--- src/rtl/nibble_serial_adder_ctrl_if.sv ---
`default_nettype none
// ============================================================================
// nibble_serial_adder_ctrl_if : request/result bundle of the serial adder
// Revision: 1.0
// ============================================================================
interface nibble_serial_adder_ctrl_if #(
  parameter int NIBBLES = 4
);
  localparam int W = 4 * NIBBLES;

  logic         start;
  logic [W-1:0] a_in;
  logic [W-1:0] b_in;
  logic         cin;
  logic         busy;
  logic         done;
  logic [W-1:0] sum_out;
  logic         cout;

  modport master (
    output start, a_in, b_in, cin,
    input  busy, done, sum_out, cout
  );

  modport slave (
    input  start, a_in, b_in, cin,
    output busy, done, sum_out, cout
  );
endinterface
`default_nettype wire

--- src/rtl/nibble_serial_adder_ctrl.sv ---
`default_nettype none
// ============================================================================
// nibble_serial_adder_ctrl : adds two W-bit operands one nibble per clock
// through an external 4-bit adder, LSB nibble first.  Revision: 1.0
// ============================================================================
module nibble_serial_adder_ctrl #(
  parameter int NIBBLES = 4
) (
  input  logic                        clk,
  input  logic                        rst_n,
  nibble_serial_adder_ctrl_if.slave   bus,
  output logic [3:0]                  add_a,
  output logic [3:0]                  add_b,
  output logic                        add_c0,
  input  logic [3:0]                  add_s,
  input  logic                        add_c1
);
  localparam int W     = 4 * NIBBLES;
  localparam int IDX_W = (NIBBLES > 1) ? $clog2(NIBBLES) : 1;
  localparam logic [IDX_W-1:0] LAST_IDX = IDX_W'(NIBBLES - 1);

  typedef enum logic [1:0] {
    IDLE = 2'd0,
    RUN  = 2'd1,
    DONE = 2'd2
  } state_t;

  state_t           state;
  logic [IDX_W-1:0] idx;
  logic [W-1:0]     rem_a;
  logic [W-1:0]     rem_b;
  logic             accept;

  assign accept = bus.start && ((state == IDLE) || (state == DONE));

  // add_c0 doubles as the running carry; rem_* hold the nibbles still to feed.
  always_ff @(posedge clk or negedge rst_n) begin
    if (!rst_n) begin
      state       <= IDLE;
      idx         <= '0;
      rem_a       <= '0;
      rem_b       <= '0;
      add_a       <= '0;
      add_b       <= '0;
      add_c0      <= 1'b0;
      bus.busy    <= 1'b0;
      bus.done    <= 1'b0;
      bus.sum_out <= '0;
      bus.cout    <= 1'b0;
    end else begin
      case (state)
        IDLE, DONE: begin
          bus.done <= 1'b0;
          if (accept) begin
            state    <= RUN;
            bus.busy <= 1'b1;
            idx      <= '0;
            add_a    <= bus.a_in[3:0];
            add_b    <= bus.b_in[3:0];
            add_c0   <= bus.cin;
            rem_a    <= bus.a_in >> 4;
            rem_b    <= bus.b_in >> 4;
          end else begin
            state <= IDLE;
          end
        end
        RUN: begin
          bus.sum_out[idx*4 +: 4] <= add_s;
          idx <= idx + IDX_W'(1);
          if (idx == LAST_IDX) begin
            state    <= DONE;
            bus.busy <= 1'b0;
            bus.done <= 1'b1;
            bus.cout <= add_c1;
            add_a    <= '0;
            add_b    <= '0;
            add_c0   <= 1'b0;
          end else begin
            add_a  <= rem_a[3:0];
            add_b  <= rem_b[3:0];
            add_c0 <= add_c1;
            rem_a  <= rem_a >> 4;
            rem_b  <= rem_b >> 4;
          end
        end
        default: state <= IDLE;
      endcase
    end
  end
endmodule
`default_nettype wire

--- src/flat_wrapper.sv ---
// flat-port wrapper written by rule: the top's interface ports become plain ports
module nibble_serial_adder_ctrl_flat 
#(
  parameter int NIBBLES = 4
)
  (clk, rst_n, add_a, add_b, add_c0, add_s, add_c1, bus_start, bus_a_in, bus_b_in, bus_cin, bus_busy, bus_done, bus_sum_out, bus_cout);
  nibble_serial_adder_ctrl_if #(.NIBBLES(NIBBLES)) bus_i ();
  input  logic clk;
  input  logic rst_n;
  output logic [3:0] add_a;
  output logic [3:0] add_b;
  output logic add_c0;
  input  logic [3:0] add_s;
  input  logic add_c1;
  input wire logic [$bits(bus_i.start)-1:0] bus_start;
  input wire logic [$bits(bus_i.a_in)-1:0] bus_a_in;
  input wire logic [$bits(bus_i.b_in)-1:0] bus_b_in;
  input wire logic [$bits(bus_i.cin)-1:0] bus_cin;
  output wire logic [$bits(bus_i.busy)-1:0] bus_busy;
  output wire logic [$bits(bus_i.done)-1:0] bus_done;
  output wire logic [$bits(bus_i.sum_out)-1:0] bus_sum_out;
  output wire logic [$bits(bus_i.cout)-1:0] bus_cout;
  assign bus_i.start = bus_start;
  assign bus_i.a_in = bus_a_in;
  assign bus_i.b_in = bus_b_in;
  assign bus_i.cin = bus_cin;
  assign bus_busy = bus_i.busy;
  assign bus_done = bus_i.done;
  assign bus_sum_out = bus_i.sum_out;
  assign bus_cout = bus_i.cout;
  nibble_serial_adder_ctrl #(.NIBBLES(NIBBLES)) u_core (.clk(clk), .rst_n(rst_n), .bus(bus_i), .add_a(add_a), .add_b(add_b), .add_c0(add_c0), .add_s(add_s), .add_c1(add_c1));
endmodule
--- config.mk ---
export PLATFORM = sky130hd
export DESIGN_NAME = nibble_serial_adder_ctrl_flat
export DESIGN_NICKNAME = d
export VERILOG_FILES = /design/src/rtl/nibble_serial_adder_ctrl_if.sv /design/src/rtl/nibble_serial_adder_ctrl.sv /design/src/flat_wrapper.sv
export SDC_FILE = /design/constraint.sdc
export NUM_CORES = 1
export LEC_CHECK = 0
export CELL_PAD_IN_SITES_DETAIL_PLACEMENT = 1
export CELL_PAD_IN_SITES_GLOBAL_PLACEMENT = 2
export CORE_AREA = 2 2 90 92
export DETAILED_ROUTE_END_ITERATION = 12
export DIE_AREA = 0 0 92 94
export MAX_ROUTING_LAYER = met4
export PLACE_DENSITY = 0.81
export SYNTH_ARGS = -nofsm -noshare
export SYNTH_HDL_FRONTEND = slang
export SYNTH_SLANG_ARGS = --single-unit
--- constraint.sdc ---
create_clock -name clk -period 3.1 [get_ports clk]
set_clock_uncertainty 0.05 [all_clocks]
set_input_delay 0.465 -clock clk [delete_from_list [all_inputs] [get_ports clk]]
set_output_delay 0.465 -clock clk [all_outputs]
set_load 0.005 [all_outputs]
==> Implementation_results.wiki, run 1 <==
{| class="wikitable"
! Metric !! Value
|-
| Netlist area before placement || about 2500 µm²
|-
| Leakage power summed over all cells || 0.001532 µW
|-
| Buffers and inverters on the worst path || 2
|-
| Die height || around 94 µm
|-
| # fillers || 807
|-
| Register bit count reported by yosys || 56
|-
| Number of distinct library cell variants in the gate-level netlist after synthesis || 30
|-
| CTS root buffer || clkbuf_8
|-
| Overall Global Routing Usage || between 10% and 20%
|-
| Post-synth top area share || a little under three fifths
|-
| Post-route DRC violation count || 0
|-
| Maximum net fanout on the critical path || 17
|-
| Total number of vias || between 1.5k and 2k
|-
| Clock tree from TritonCTS || built
|-
| Register cell area after layout || approximately 1400 µm²
|-
| Clock latency at the later pin of the worst-skew pair || ~300 ps
|-
| Number of global-route vias before repair || between 1.5k and 2k
|-
| Routed wire length || 6051 µm
|-
| Floorplan Core Area || 7607 µm²
|-
| Share of post-route cells with drive strength above 1 || between 10% and 20%
|-
| Wire length of the first global-routing pass || approximately 10,000 µm
|-
| Routed Antenna Nets || 0
|-
| Count of routing violations after the opening detailed-route iteration || between 40 and 50
|-
| Combined area of the multi-input logic cells || ~1000 µm²
|-
| Peak ir drop on the vdd network || around 350 µV
|-
| Unrepaired setup endpoints after global routing || false
|-
| Routed vias/inst || between 4 and 5
|-
| Clock transition at the registers of the reported paths || ~100 ps
|-
| Required arrival time at the worst endpoint || between 3000 and 4000 ps
|-
| Final sum of negative setup slack || 0 ps
|-
| Chip Width || 92 µm
|-
| Effective utilization at floorplan || between 30% and 40%
|-
| N_diodes || 0
|-
| Layout net count || between 300 and 400
|-
| Tightest Pin Transition || around 700 ps
|-
| Detailed-route wire length per cell || roughly 17 µm
|-
| Global placement routability congestion || around 0.74
|-
| Number of gates resized after cts || 0
|-
| Setup bufs post-CTS || 0
|-
| Slew headroom || 52.66%
|-
| Estimated wirelength of the detail-placed design || ~4500 µm
|-
| Cts-stage hold buffer count || 0
|-
| Sequential area share after synthesis || ~55%
|-
| Worst setup path category || reg2reg
|-
| Instance area after placement || 3301 µm²
|-
| Main area contributors after synthesis || dfrtp_1, mux2_4, a22o_1
|-
| Most used routing layer in global routing || met2
|-
| Power density relative to cell area || 1001 nW/µm²
|-
| Pins over their slew limit || 0
|-
| Rows || 32
|-
| Yosys synthesis warning count || 0
|-
| Peak clock frequency supported by timing || between 400 and 500 MHz
|-
| Kind of capture point of the worst setup path || flip-flop
|-
| Area growth, synth to finish || 34.83%
|-
| Met1 usage in global routing || a little under a fifth
|-
| Clock buffer count from CTS || 5
|-
| Synthesized netlist cell count || roughly 190
|-
| Clock sink count || 56
|-
| Hold violation count in the final report || 0
|-
| Number of antenna violations at the first check in global routing || 0
|-
| CTS Buffer Depth || 2
|-
| Ordered list of cells on the worst path || ha_1 > inv_1 > a21oi_4 > inv_4 > mux2_2
|-
| Arrival time worst endpoint || about 2200 ps
|-
| Number of optimization iterations in the first detailed-route pass || 4
|-
| Path class of the lowest-slack min-delay path || in2async
|-
| CTS H-Tree Depth || 2
|-
| Final Critical Period || 2072 ps
|-
| Max-cap violations || 0
|-
| Net Count, Synth || roughly 240
|-
| Port Buffer Count || about 70
|-
| Fin util || a little under half
|-
| Worst path max stage delay || around 490 ps
|-
| Count of endpoints failing setup in the final report || 0
|-
| CP max-delay cell || dfrtp_1
|-
| Finished layout cell area || between 3000 and 4000 µm²
|-
| Mean Syn Cell Area || approximately 13 µm²
|-
| Run status || completed
|-
| Die Footprint || a little under 9000 µm²
|-
| Top cell family by delay on the critical path || buffers and inverters
|-
| Met2 Resource Use GR || between 20% and 30%
|-
| Share of the clock period used by the worst path || 66.82%
|-
| Startpoint type of the worst setup path || flip-flop
|-
| Total congestion overflow || 0
|-
| Top cell type by total area after synthesis || dfrtp_1
|-
| Boundary pin count || a little under 70
|-
| Met3 global-route usage || 2.970%
|-
| Pin count of the biggest net entering global routing || 23
|}
## registers in the layout, indices dropped and copies added, names as in the netlist
register and flops:
u_core.rem_b 12, u_core.idx 2, u_core.bus.busy 1, u_core.bus.sum_out 16, u_core.rem_a 12, u_core.add_c0 1, u_core.add_b 4, u_core.state 2
u_core.add_a 4, u_core.bus.done 1, u_core.bus.cout 1
## report_power, final
part	switching (µW)	internal, µW
registers	213	1050
logic	669	946
clock network	232	318
total	1110	2320
## through the flow
stage | worst slack, ps | hold slack (ps) | power (µW) | instances
global route | 913.8 | 51.83 | 3685 | 363
detailed placement | 1025 | 377.4 | 2932 | 356
global placement | 1057 | 372.2 | 2871 | 356
floorplan | 1401 | 119.4 | 2377 | 192
CTS | 1010 | 39.57 | 3495 | 363
finish | 1028 | 33.00 | 3433 | 363
## cells in the final DEF (no fill, tap or decap)
| cell type | instances |
|---|---|
| a21oi_4 | 1 |
| bufinv_16 | 2 |
| a21oi_1 | 9 |
| nor4b_1 | 1 |
| clkdlybuf4s50_1 | 67 |
| inv_4 | 1 |
| mux2_4 | 16 |
| clkbuf_8 | 5 |
| o21a_1 | 1 |
| nand2_1 | 20 |
| nor2b_2 | 1 |
| nor3_1 | 1 |
| dfrtp_1 | 56 |
| a21o_1 | 1 |
| buf_4 | 4 |
| inv_1 | 4 |
| or2b_1 | 1 |
| o21ai_0 | 1 |
| nor2_1 | 1 |
| a31oi_1 | 9 |
| nor2b_4 | 1 |
| nand3_1 | 1 |
| buf_2 | 1 |
| ha_1 | 6 |
| a22o_1 | 24 |
| mux2_2 | 17 |
| nand2b_1 | 2 |
| nand3b_1 | 4 |
| o31ai_1 | 1 |
| nor4_1 | 2 |
## cell type report
class                           instances  area share, %
Clock buffer                            5          2.007
Sequential cell                        56          40.86
Clock inverter                          2          1.751
Tap cell                              102          3.721
Inverter                                5         0.6202
Multi-Input combinational cell        121          30.46
Timing Repair Buffer                   72          20.58
## worst paths after layout
check                      cells past startpoint  slack [ps]                     to            start
setup / recovery                               5        1030        u_core.rem_b[6]    u_core.idx[0]
hold / removal                                 1          30  u_core.bus.sum_out[5]            rst_n
setup reg to reg                               5        1030        u_core.rem_b[6]    u_core.idx[0]
hold reg to reg                                1         440        u_core.bus.busy  u_core.bus.busy
max in group asynchronous                      2        2320          u_core.idx[0]            rst_n
min in group clk                               1         440        u_core.bus.busy  u_core.bus.busy
## cells by family after synthesis
logic type | count (synthesis) | synth area share, %
adder cells (fa/ha/maj) | 6 | 2.951
buffers and inverters | 15 | 3.935
AND/OR/NAND/NOR | 35 | 7.083
AO/OA/AOI/OAI | 47 | 13.97
multiplexers | 33 | 16.97
flip-flops | 56 | 55.09
## routing by layer
layer	routed length (µm)	part of all wire (%)	vias to the layer above
met5	0	0	-
li1	-	-	828
met3	241	4.0	2
met2	3125	52	56
met1	2662	44	884
met4	21	0.35	0
## synth_stat cells
| cell type | count |
|---|---|
| nor4_1 | 2 |
| buf_6 | 3 |
| inv_1 | 4 |
| inv_4 | 1 |
| a31oi_1 | 9 |
| nand3b_1 | 4 |
| o31ai_1 | 1 |
| or2b_1 | 1 |
| buf_1 | 1 |
| nor3_1 | 1 |
| ha_1 | 6 |
| a21oi_4 | 1 |
| nor4b_1 | 1 |
| mux2_2 | 17 |
| nand2b_1 | 2 |
| o21a_1 | 1 |
| nor2b_1 | 1 |
| buf_12 | 1 |
| nand2_1 | 20 |
| o21ai_0 | 1 |
| a22o_1 | 24 |
| dfrtp_1 | 56 |
| a21o_1 | 1 |
| nand3_1 | 1 |
| nor2_1 | 1 |
| clkbuf_1 | 3 |
| a21oi_1 | 9 |
| nor2b_4 | 1 |
| mux2_4 | 16 |
| buf_2 | 2 |
No activity file was read; power rests on OpenSTA's default activity.
==> run 2, diff against run 1 <==
Settings changed: CORE_AREA 2 2 90 92 to 2 2 99 101, DIE_AREA 0 0 92 94 to 0 0 101 103, PLACE_DENSITY 0.81 to 0.71.
Clock period 3.1 ns to 1.8 ns, I/O delays scaled along.
==> Implementation_results.wiki, run 2 (same netlist as run 1, synthesis figures left out) <==
{| class="wikitable"
! Metric !! Value
|-
| Total congestion overflow || 0
|-
| # fillers || roughly 1.0k
|-
| Setup slack after placement || ~6.0 ps
|-
| Chip Width || 101 µm
|-
| Share of the clock period used by the worst path || a little over nine tenths
|-
| Worst path max stage delay || between 400 and 500 ps
|-
| Peak clock frequency supported by timing || around 590 MHz
|-
| CTS H-Tree Depth || 2
|-
| Top cell family by delay on the critical path || multiplexers
|-
| Clock tree from TritonCTS || built
|-
| Slew headroom || between 50% and 60%
|-
| Total number of vias || between 1.5k and 2k
|-
| Number of global-route vias before repair || 1,928
|-
| Startpoint type of the worst setup path || flip-flop
|-
| N_diodes || 0
|-
| Buffers and inverters on the worst path || 1
|-
| Peak ir drop on the vdd network || about 470 µV
|-
| Pins over their slew limit || 0
|-
| Effective utilization at floorplan || 26.89%
|-
| Most frequent standard cell in the layout excluding fill and tap cells || clkdlybuf4s50_1
|-
| Routed wire length || 6196 µm
|-
| Rows || 36
|-
| Pin count of the biggest net entering global routing || 57
|-
| Final Critical Period || around 1700 ps
|-
| Max-cap violations || 0
|-
| Comb pwr share || 50.9%
|-
| Clock latency at the later pin of the worst-skew pair || approximately 310 ps
|-
| Most used cells in the layout excluding fill and tap cells || clkdlybuf4s50_1, dfrtp_1, a22o_1, nand2_1, mux2_2
|-
| Number of optimization iterations in the first detailed-route pass || 4
|-
| Maximum net fanout on the critical path || 11
|-
| Die height || between 100 and 150 µm
|-
| Share of post-route cells with drive strength above 1 || around 23%
|-
| Required arrival time at the worst endpoint || approximately 2000 ps
|-
| Clock sink count || 56
|-
| Setup bufs post-CTS || 0
|-
| Flip-flop count of the largest register after layout || 16
|-
| Part of the total power dissipated in sequential elements || a little over a third
|-
| Port Buffer Count || between 60 and 70
|-
| Boundary pin count || 69
|-
| Largest reg by FF count || u_core.bus.sum_out
|-
| Global placement routability congestion || between 0.7 and 0.8
|-
| CTS root buffer || clkbuf_8
|-
| Clock buffer count from CTS || 5
|-
| Final Total Pwr || 5868 µW
|-
| Internal power || approximately 3900 µW
|-
| Clock transition at the registers of the reported paths || 100 ps
|-
| CP max-delay cell || dfrtp_1
|-
| Estimated wirelength of the detail-placed design || around 4600 µm
|-
| Die Footprint || roughly 10,000 µm²
|-
| Overall Global Routing Usage || about an eighth
|-
| Layout net count || 319
|-
| Number of antenna violations at the first check in global routing || 0
|-
| Worst-case hold slack || ~430 ps
|-
| Hold violation count in the final report || 0
|-
| Largest regs || u_core.bus.sum_out: 16 flops, u_core.rem_a: 12 flops, u_core.rem_b: 12 flops
|-
| Worst setup path category || reg2reg
|-
| Floorplan Core Area || approximately 9500 µm²
|-
| Count of endpoints failing setup in the final report || 0
|-
| CTS Buffer Depth || 2
|-
| Arrival time worst endpoint || between 1500 and 2000 ps
|-
| Count of routing violations after the opening detailed-route iteration || 41
|-
| Kind of capture point of the worst setup path || flip-flop
|-
| Tightest Pin Transition || between 600 and 700 ps
|-
| Crit path setup slack, layout || about 110 ps
|-
| Switching Power || about 2000 µW
|-
| Path class of the lowest-slack min-delay path || in2async
|-
| Switching Share || between 30 and 40%
|-
| Wire length of the first global-routing pass || a little over 10,000 µm
|-
| Area growth, synth to finish || 38.56%
|-
| Ordered list of cells on the worst path || nor2b_4 > buf_4 > mux2_2 > mux2_2
|-
| Leakage power summed over all cells || ~0.0016 µW
|-
| Most numerous cell on the critical path || mux2_2
|-
| Power density relative to cell area || about 1700 nW/µm²
|-
| Detailed-route wire length per cell || approximately 16 µm
|-
| Run status || completed
|-
| Routed Antenna Nets || 0
|-
| Post-route DRC violation count || 0
|-
| Routed vias/inst || around 4.6
|-
| Proportion of power drawn by the clock network || roughly an eighth
|}
run 2: what timing repair did:
item | CTS | global route
hold buffers | 1 | 0
resized for setup | 0 | 3
endpoints found under the hold margin | 56 | 0
endpoints found under the setup margin | 0 | 11
run 2: area by class of cell:
cell class,instances,area [µm²],share of cell area [%]
repair buffers,83,803.3,22.79
inverters,5,21.27,0.6035
multi-input cells,121,1060,30.07
clock inverters,2,13.76,0.3905
clock buffers,6,82.58,2.343
flip-flops and latches,56,1401,39.76
well taps,114,142.6,4.047
run 2: worst register-to-register path, delay by kind of cell, from the launching register on:
kind | cells | cell delay, ps
buffers and inverters | 1 | 240
DFF | 1 | 430
muxes | 2 | 630
and+or+nand+nor | 1 | 240
run 2: per-layer routing:
| layer | vias up | part of all wire (%) | global-route usage [%] |
|---|---|---|---|
| met5 | - | 0 | - |
| met4 | 0 | 0.44 | 2.183 |
| met3 | 3 | 4.3 | 2.237 |
| met2 | 57 | 50 | 22.26 |
| met1 | 870 | 46 | 16.93 |
| li1 | 853 | - | - |
run 2: path summary, 6_finish.rpt:
path	slack [ps]	endpoint	startpoint	cells past startpoint
worst max-delay path	110	u_core.rem_b[6]	u_core.state[0]	4
worst min-delay path	430	u_core.bus.sum_out[13]	rst_n	3
worst max register to register	110	u_core.rem_b[6]	u_core.state[0]	4
worst min register to register	450	u_core.bus.done	u_core.bus.done	1
max in group asynchronous	990	u_core.rem_b[3]	rst_n	3
min in group clk	450	u_core.bus.done	u_core.bus.done	1
run 2: metrics by stage:
stage / area [µm²] / setup TNS (ps) / util, % / instances
2_1_floorplan: 2544 / 0 / - / 192
3_3_place_gp: 3403 / 0 / 35.98 / 378
3_5_place_dp: 3403 / 0 / 35.98 / 378
4_1_cts: 3510 / 0 / 37.10 / 387
5_1_grt: 3525 / -3.583 / 37.26 / 387
6_report: 3525 / 0 / 37.26 / 387
run 2: power by group through the flow:
stage / sequential (µW) / clock, µW / combinational [µW]
2_1_floorplan: 2110 / 0 / 1980
3_3_place_gp: 2180 / 0 / 2940
3_5_place_dp: 2180 / 0 / 3020
4_1_cts: 2160 / 772 / 3030
5_1_grt: 2230 / 818 / 3290
6_report: 2150 / 731 / 2990
